==> config.mk <==
export PLATFORM = sky130hd
export DESIGN_NAME = nibble_add_arbiter
export DESIGN_NICKNAME = d
export VERILOG_FILES = /design/src/rtl/nibble_add_arbiter.sv
export SDC_FILE = /design/constraint.sdc
export NUM_CORES = 1
export LEC_CHECK = 0
export ABC_AREA = 1
export CAP_MARGIN = 0
export CORE_UTILIZATION = 52
export DETAILED_ROUTE_END_ITERATION = 8
export PLACE_DENSITY = 0.95
export SLEW_MARGIN = 30
export SYNTH_ARGS = -nofsm -noshare
export SYNTH_HDL_FRONTEND = slang
export SYNTH_SLANG_ARGS = --single-unit
==> constraint.sdc <==
create_clock -name clk -period 4.6 [get_ports clk]
set_input_delay 0.46 -clock clk [delete_from_list [all_inputs] [get_ports clk]]
set_output_delay 0.46 -clock clk [all_outputs]
set_load 0.02 [all_outputs]
==> src/rtl/nibble_add_arbiter.sv <==
// Round-robin arbiter sharing one 4-bit adder between two byte-add requesters (build option NIBADD_SUB_EN adds sub0/sub1 subtract).
// Latency: gnt the cycle after the request edge, done 2 cycles after the grant edge; one operation per 3 cycles.
// Backpressure: req is a held level; requests seen during LO/HI wait for IDLE and are never queued.
module nibble_add_arbiter (
    input  logic       clk,
    input  logic       rst,
    input  logic       req0,
    input  logic [7:0] a0,
    input  logic [7:0] b0,
    input  logic       req1,
    input  logic [7:0] a1,
    input  logic [7:0] b1,
`ifdef NIBADD_SUB_EN
    input  logic       sub0,
    input  logic       sub1,
`endif
    output logic       gnt0,
    output logic       gnt1,
    output logic       busy,
    output logic       done,
    output logic       done_id,
    output logic [8:0] q
);

    typedef enum logic [1:0] {IDLE, LO, HI} state_t;

    typedef struct packed {
        logic [7:0] a;
        logic [7:0] b;
        logic       s;
        logic       id;
    } op_t;

    state_t     state, state_nxt;
    op_t        op, op_nxt;
    logic       ptr, ptr_nxt;
    logic       win;
    logic       gnt0_nxt, gnt1_nxt, done_nxt;
    logic       s0, s1;
    logic [3:0] sum_lo;
    logic       carry;
    logic [7:0] b_eff;
    logic [3:0] nib_a, nib_b;
    logic       nib_cin;
    logic [4:0] nib_sum;

`ifdef NIBADD_SUB_EN
    assign s0 = sub0;
    assign s1 = sub1;
`else
    assign s0 = 1'b0;
    assign s1 = 1'b0;
`endif

    assign busy = (state != IDLE);

    always_comb begin
        state_nxt = state;
        op_nxt    = op;
        ptr_nxt   = ptr;
        win       = ptr;
        gnt0_nxt  = 1'b0;
        gnt1_nxt  = 1'b0;
        done_nxt  = 1'b0;
        case (state)
            IDLE: begin
                if (req0 || req1) begin
                    // a lone requester wins regardless of the pointer
                    win       = (req0 && req1) ? ptr : req1;
                    op_nxt.id = win;
                    op_nxt.a  = win ? a1 : a0;
                    op_nxt.b  = win ? b1 : b0;
                    op_nxt.s  = win ? s1 : s0;
                    ptr_nxt   = ~win;
                    gnt0_nxt  = ~win;
                    gnt1_nxt  = win;
                    state_nxt = LO;
                end
            end
            LO:      state_nxt = HI;
            HI: begin
                done_nxt  = 1'b1;
                state_nxt = IDLE;
            end
            default: state_nxt = IDLE;
        endcase
    end

    always_ff @(posedge clk or posedge rst) begin
        if (rst) begin
            state <= IDLE;
            op    <= '0;
            ptr   <= 1'b0;
            gnt0  <= 1'b0;
            gnt1  <= 1'b0;
            done  <= 1'b0;
        end else begin
            state <= state_nxt;
            op    <= op_nxt;
            ptr   <= ptr_nxt;
            gnt0  <= gnt0_nxt;
            gnt1  <= gnt1_nxt;
            done  <= done_nxt;
        end
    end

    // Shared nibble adder: subtract is A + ~B + 1, the +1 entering as the low-pass carry-in
    assign b_eff   = op.s ? ~op.b : op.b;
    assign nib_a   = (state == HI) ? op.a[7:4]  : op.a[3:0];
    assign nib_b   = (state == HI) ? b_eff[7:4] : b_eff[3:0];
    assign nib_cin = (state == HI) ? carry      : op.s;
    assign nib_sum = {1'b0, nib_a} + {1'b0, nib_b} + {4'b0000, nib_cin};

    always_ff @(posedge clk or posedge rst) begin
        if (rst) begin
            sum_lo  <= 4'h0;
            carry   <= 1'b0;
            q       <= 9'h000;
            done_id <= 1'b0;
        end else if (state == LO) begin
            sum_lo <= nib_sum[3:0];
            carry  <= nib_sum[4];
        end else if (state == HI) begin
            q       <= {nib_sum, sum_lo};
            done_id <= op.id;
        end
    end

endmodule

Word level (Yosys, flattened, before mapping)
Cells that the tools add are included.
W data, S select, Z words.

cells by class
  $add $sub $neg = 2
  multipliers = 0
  div/mod/pow operators = 0
  order comparisons = 0
  equality and inequality tests = 3
  shift-type cells = 0
  multiplexer cells = 13
  bitwise operators = 2
  reduce and logical (&&, ||, !) cells = 6

operator list
  kind                  count
  $mux W8               2
  $mux W4               2
  $mux W1               7
  $add A4 B4 Y5         1
  $add A5 B1 Y5         1
  $pmux W2 S2           1
  $reduce_and A2 Y1     2
  $eq A2 B1 Y1 const B  1
  $eq A2 B2 Y1 const B  1
  $logic_not A2 Y1      1
  $mux W2               1
  $ne A2 B2 Y1 const B  1
  $not A1 Y1            2
  $reduce_bool A2 Y1    1
  $logic_and A1 B1 Y1   1
  $logic_or A1 B1 Y1    1

word-level totals
  bits in registers = 38
  latch bits = 0
  RAM bits = 0
  ROM bits = 0
  bits of input ports = 36
  output and inout port bits = 14
  logic and storage cells = 38
  memories kept = 0

Depth between registers and ports, before layout
  depth in word-level cells = 5
  gate-level depth with buffers = 12
  depth with buffers taken out = 11

Worst setup path before layout
No wires, ideal clock.

  kind = reg2reg
  start point = register state[0]
  end point = register carry
  setup time = 0.065 ns
  arrival = 1.969 ns
  data required time = 4.535 ns
  slack = 2.566 ns
  cell stages (with the launch flop) = 9
  path buffers = 1
  period minus slack after synthesis = 2.034 ns
  cells stage by stage = dfrtp_1 -> nor2_4 -> buf_2 -> nand2_1 -> fa_1 -> fa_1 -> o21ai_0 -> nand2_1 -> nand2_1

between the ends
  cells in the longest elaborated chain, start to end = 4
  elaborated cells between the ends (all ways) = 7
  classes of those cells = 2 x add/sub; 2 x eq/ne; 3 x mux

ends and longest elaborated chain
  item                        line           source
  start: declaration          34             state_t state, state_nxt;
  start signal: assignment    98             state <= state_nxt;
  $eq A2 B2 Y1                109, 110, 111
  $mux W4 (on tied branches)  109, 110
  $add A4 B4 Y5               112            assign nib_sum = {1'b0, nib_a} + {1'b0, nib_b} + {4'b0000, nib_cin};
  $add A5 B1 Y5               112
  end signal: assignment      122            carry <= nib_sum[4];
  end: declaration            41             logic carry;

Parallel ways exist; a longest one is shown, timed or not.
A chain may end at the register's enable or synchronous reset.

Worst setup path after layout
Ends and elaborated chain as after synthesis.

==> summary.md <==
| Metric | Value |
|---|---|
| Initial drt markers | `91` |
| Worst VDD drop | `about 0.00034 V` |
| RSZ-0062 raised after global routing | `false` |
| Layout Cells excl Fill | `341` |
| Drc violations | `0` |
| Total track usage | `21.9%` |
| First-pass GRT wire length | `6600 um` |
| Final Skew | `0.00694 ns` |
| Setup bufs post-CTS | `0` |
| Share of post-route cells with drive strength above 1 | `8.14%` |
| Drt wl/cell | `11.0 um` |
| Seq cells post-synth | `38` |
| # hold bufs at CTS | `0` |
| CTS tree | `done` |
| Synth top cells by count | `nand2_1, dfrtp_1, inv_1, nor2_1, o21ai_0` |
| Outcome | `finished clean` |
| Clock transition at path regs | `around 0.07 ns` |
| Asr flop ratio synth | `100%` |
| Worst-path maximum fanout | `16` |
| Switching pwr | `around 720 uW` |
| Cell Area, Synth | `0.00193 sq mm` |
| Startpoint types | `flip-flop` |
| Post-DP Area | `0.00242 sq mm` |
| Initial Utilization | `56.1%` |
| IO Pins | `50` |
| F_max | `0.436 GHz` |
| Final instance area | `0.00251 sq mm` |
| Antenna Nets Post-Route | `0` |
| Most common cell in the netlist | `nand2_1` |
| Slew HR | `62.9%` |
| Max Slew Vio Count | `0` |
| Final Hold Vio Count | `0` |
| Combinational power share | `51.8%` |
| Fill cells | `roughly 270` |
| Cell-internal power | `964 uW` |
| # placed instances | `roughly 330` |
| PwrDens | `669 mW/mm^2` |
| Via/cell ratio | `4.72` |
| Dominant cell type by area after synthesis | `dfrtp_1` |
| CTS resizes | `0` |
| Root buf cell | `clkbuf_8` |
| Overall routed net length | `~3700 um` |
| Gpl congestion | `0.895` |
| Final min period | `approximately 2.3 ns` |
| Initial antenna violation count | `0` |
| Vias | `1610` |
| Core ar. | `about 0.0034 sq mm` |
| Antenna diode count | `0` |
| Syn Area/Cell | `7.85 sq um` |
| Data required time of the critical path | `4.83 ns` |
| Syn Nets | `287` |
| Total CTS buffers | `5` |
| Top_reg_cell synth | `dfrtp_1` |
| Die area | `between 0.003 and 0.004 sq mm` |
| Post-synth EDFFs | `0` |
| Site Rows | `21` |
| Seq pwr share | `34.5%` |
| Crit share post-route | `49.9%` |
| Final Net Count | `~340` |
| Mapped Cells | `about 250` |
| Worst-Skew Late Latency | `around 0.29 ns` |
| Sequential cell area | `~950 sq um` |
| Gr ovfl total | `0` |
| Setup TNS | `0 ns` |
| Vias in the first global route | `1568` |
| CTS Buffer Depth | `2` |
| Synth top area cells | `dfrtp_1, nand2_1, inv_1, nor2_1, o21ai_0` |
| Die width | `62.9 um` |
| P_leak | `1.28 nW` |
| Top cell type's share of synthesized area | `between 40% and 50%` |
| H-tree levels | `2` |
| Clock sink count | `38` |
| Synth warn | `0` |
| Area Growth Syn to Fin | `30.2%` |
| Area of the multi-input gates | `796 sq um` |
| DP HPWL | `2800 um` |
| Worst Tran Pin Value | `0.554 ns` |
| Max-cap viol count | `0` |
| Crit. End Element | `flip-flop` |
| Clock power frac | `about 14%` |
| Die Y | `roughly 63 um` |
| Number of library cell types mapped by synthesis | `20` |
| Classification of the worst setup path | `reg2reg` |
| Worst Hold Class | `reg2reg` |
| Net Sw Frac | `42.7%` |
| IO buf count | `49` |
| Pin count of the biggest net entering global routing | `39` |
| Final setup viols | `0` |
| Critical Path AT | `2.52 ns` |
| Register area share after synthesis | `about half` |
| Drt first pass iters | `4` |
| Final Power | `1.68 mW` |
| Fin util | `73.0%` |
## power groups by stage
| stage | Combinational [mW] | Sequential [mW] | Clock (mW) |
|---|---|---|---|
| 6_report | 0.870 | 0.579 | 0.231 |
| 3_5_place_dp | 0.872 | 0.585 | 0 |
| 3_3_place_gp | 0.815 | 0.580 | 0 |
| 4_1_cts | 0.875 | 0.580 | 0.235 |
| 2_1_floorplan | 0.575 | 0.625 | 0 |
| 5_1_grt | 0.992 | 0.597 | 0.252 |
## metrics by stage
| step | setup slack, ns | hold WS (ns) |
|---|---|---|
| final | 2.31 | 0.469 |
| after global routing | 2.17 | 0.498 |
| after CTS | 2.30 | 0.475 |
| after detailed placement | 2.32 | 0.457 |
| after global placement | 2.43 | 0.454 |
| after floorplan | 2.57 | 0.449 |
## area by class of cell
cell class                 count  area share (%)
multi-input combinational    167            31.7
clock buffer                   7            3.43
timing repair buffer          50            19.8
inverter                      32            4.78
tap                           46            2.29
sequential                    38            37.8
clock inverter                 1           0.199
## registers in the layout, summed over array words and instances, names as in the netlist
| name | flops |
|---|---|
| gnt1 | 1 |
| carry | 1 |
| state | 2 |
| q | 9 |
| sum_lo | 4 |
| op | 17 |
| ptr | 1 |
| done | 1 |
| done_id | 1 |
| gnt0 | 1 |
## layout by cell type, fill, tap and decap left out
master,count
o21ai_2,8
dfrtp_1,38
clkbuf_8,6
inv_2,4
o21ai_0,15
nand2_1,101
nand3_1,5
clkinv_2,1
nor2_4,2
ha_1,3
inv_1,28
nand2_2,2
nor2_1,20
a21oi_1,2
clkdlybuf4s50_1,49
xor2_1,1
mux2i_1,2
fa_1,2
buf_4,1
clkbuf_1,1
o21ai_1,4
## path summary, 6_finish.rpt
check                               endpoint  slack [ns]                  start  cells after the start
setup / recovery           carry$_DFFE_PP0N_        2.31   state[0]$_DFFE_PP0P_                      7
hold / removal              q[0]$_DFFE_PP0P_        0.47  sum_lo[0]$_DFFE_PP0N_                      2
setup reg to reg           carry$_DFFE_PP0N_        2.31   state[0]$_DFFE_PP0P_                      7
hold reg to reg             q[0]$_DFFE_PP0P_        0.47  sum_lo[0]$_DFFE_PP0N_                      2
max in group asynchronous   q[4]$_DFFE_PP0P_        3.69                    rst                      3
min in group asynchronous     done$_DFF_PP0_        0.58                    rst                      3
## metal layers
| layer | up-vias | wire length, um | global-route usage [%] |
|---|---|---|---|
| met3 | 11 | 189 | 7.48 |
| met2 | 54 | 1850 | 37.1 |
| met1 | 707 | 1610 | 23.8 |
| li1 | 838 | - | - |
| met4 | 0 | 91 | 11.9 |
| met5 | - | 0 | 0 |
## logic make-up (layout without fill, tap and decap cells)
family                   Yosys count  in the layout  share of synthesized area, %
AO/OA/AOI/OAI                     29             29                          9.07
buffers and inverters             41             90                          9.53
AND/OR/NAND/NOR                  130            130                          26.6
XOR/XNOR                           1              1                         0.454
adder cells (fa/ha/maj)            5              5                          4.02
flip-flops                        38             38                          49.3
multiplexers                       2              2                          1.04
## critical path: stages, from the launching register on
cell and delay [ns]:
dfrtp_1 0.41, nor2_4 0.35, mux2i_1 0.17, fa_1 0.49, fa_1 0.42, o21ai_0 0.24
nand2_1 0.08, nand2_1 0.07
Note: power is estimated with default switching activity, not from simulation.
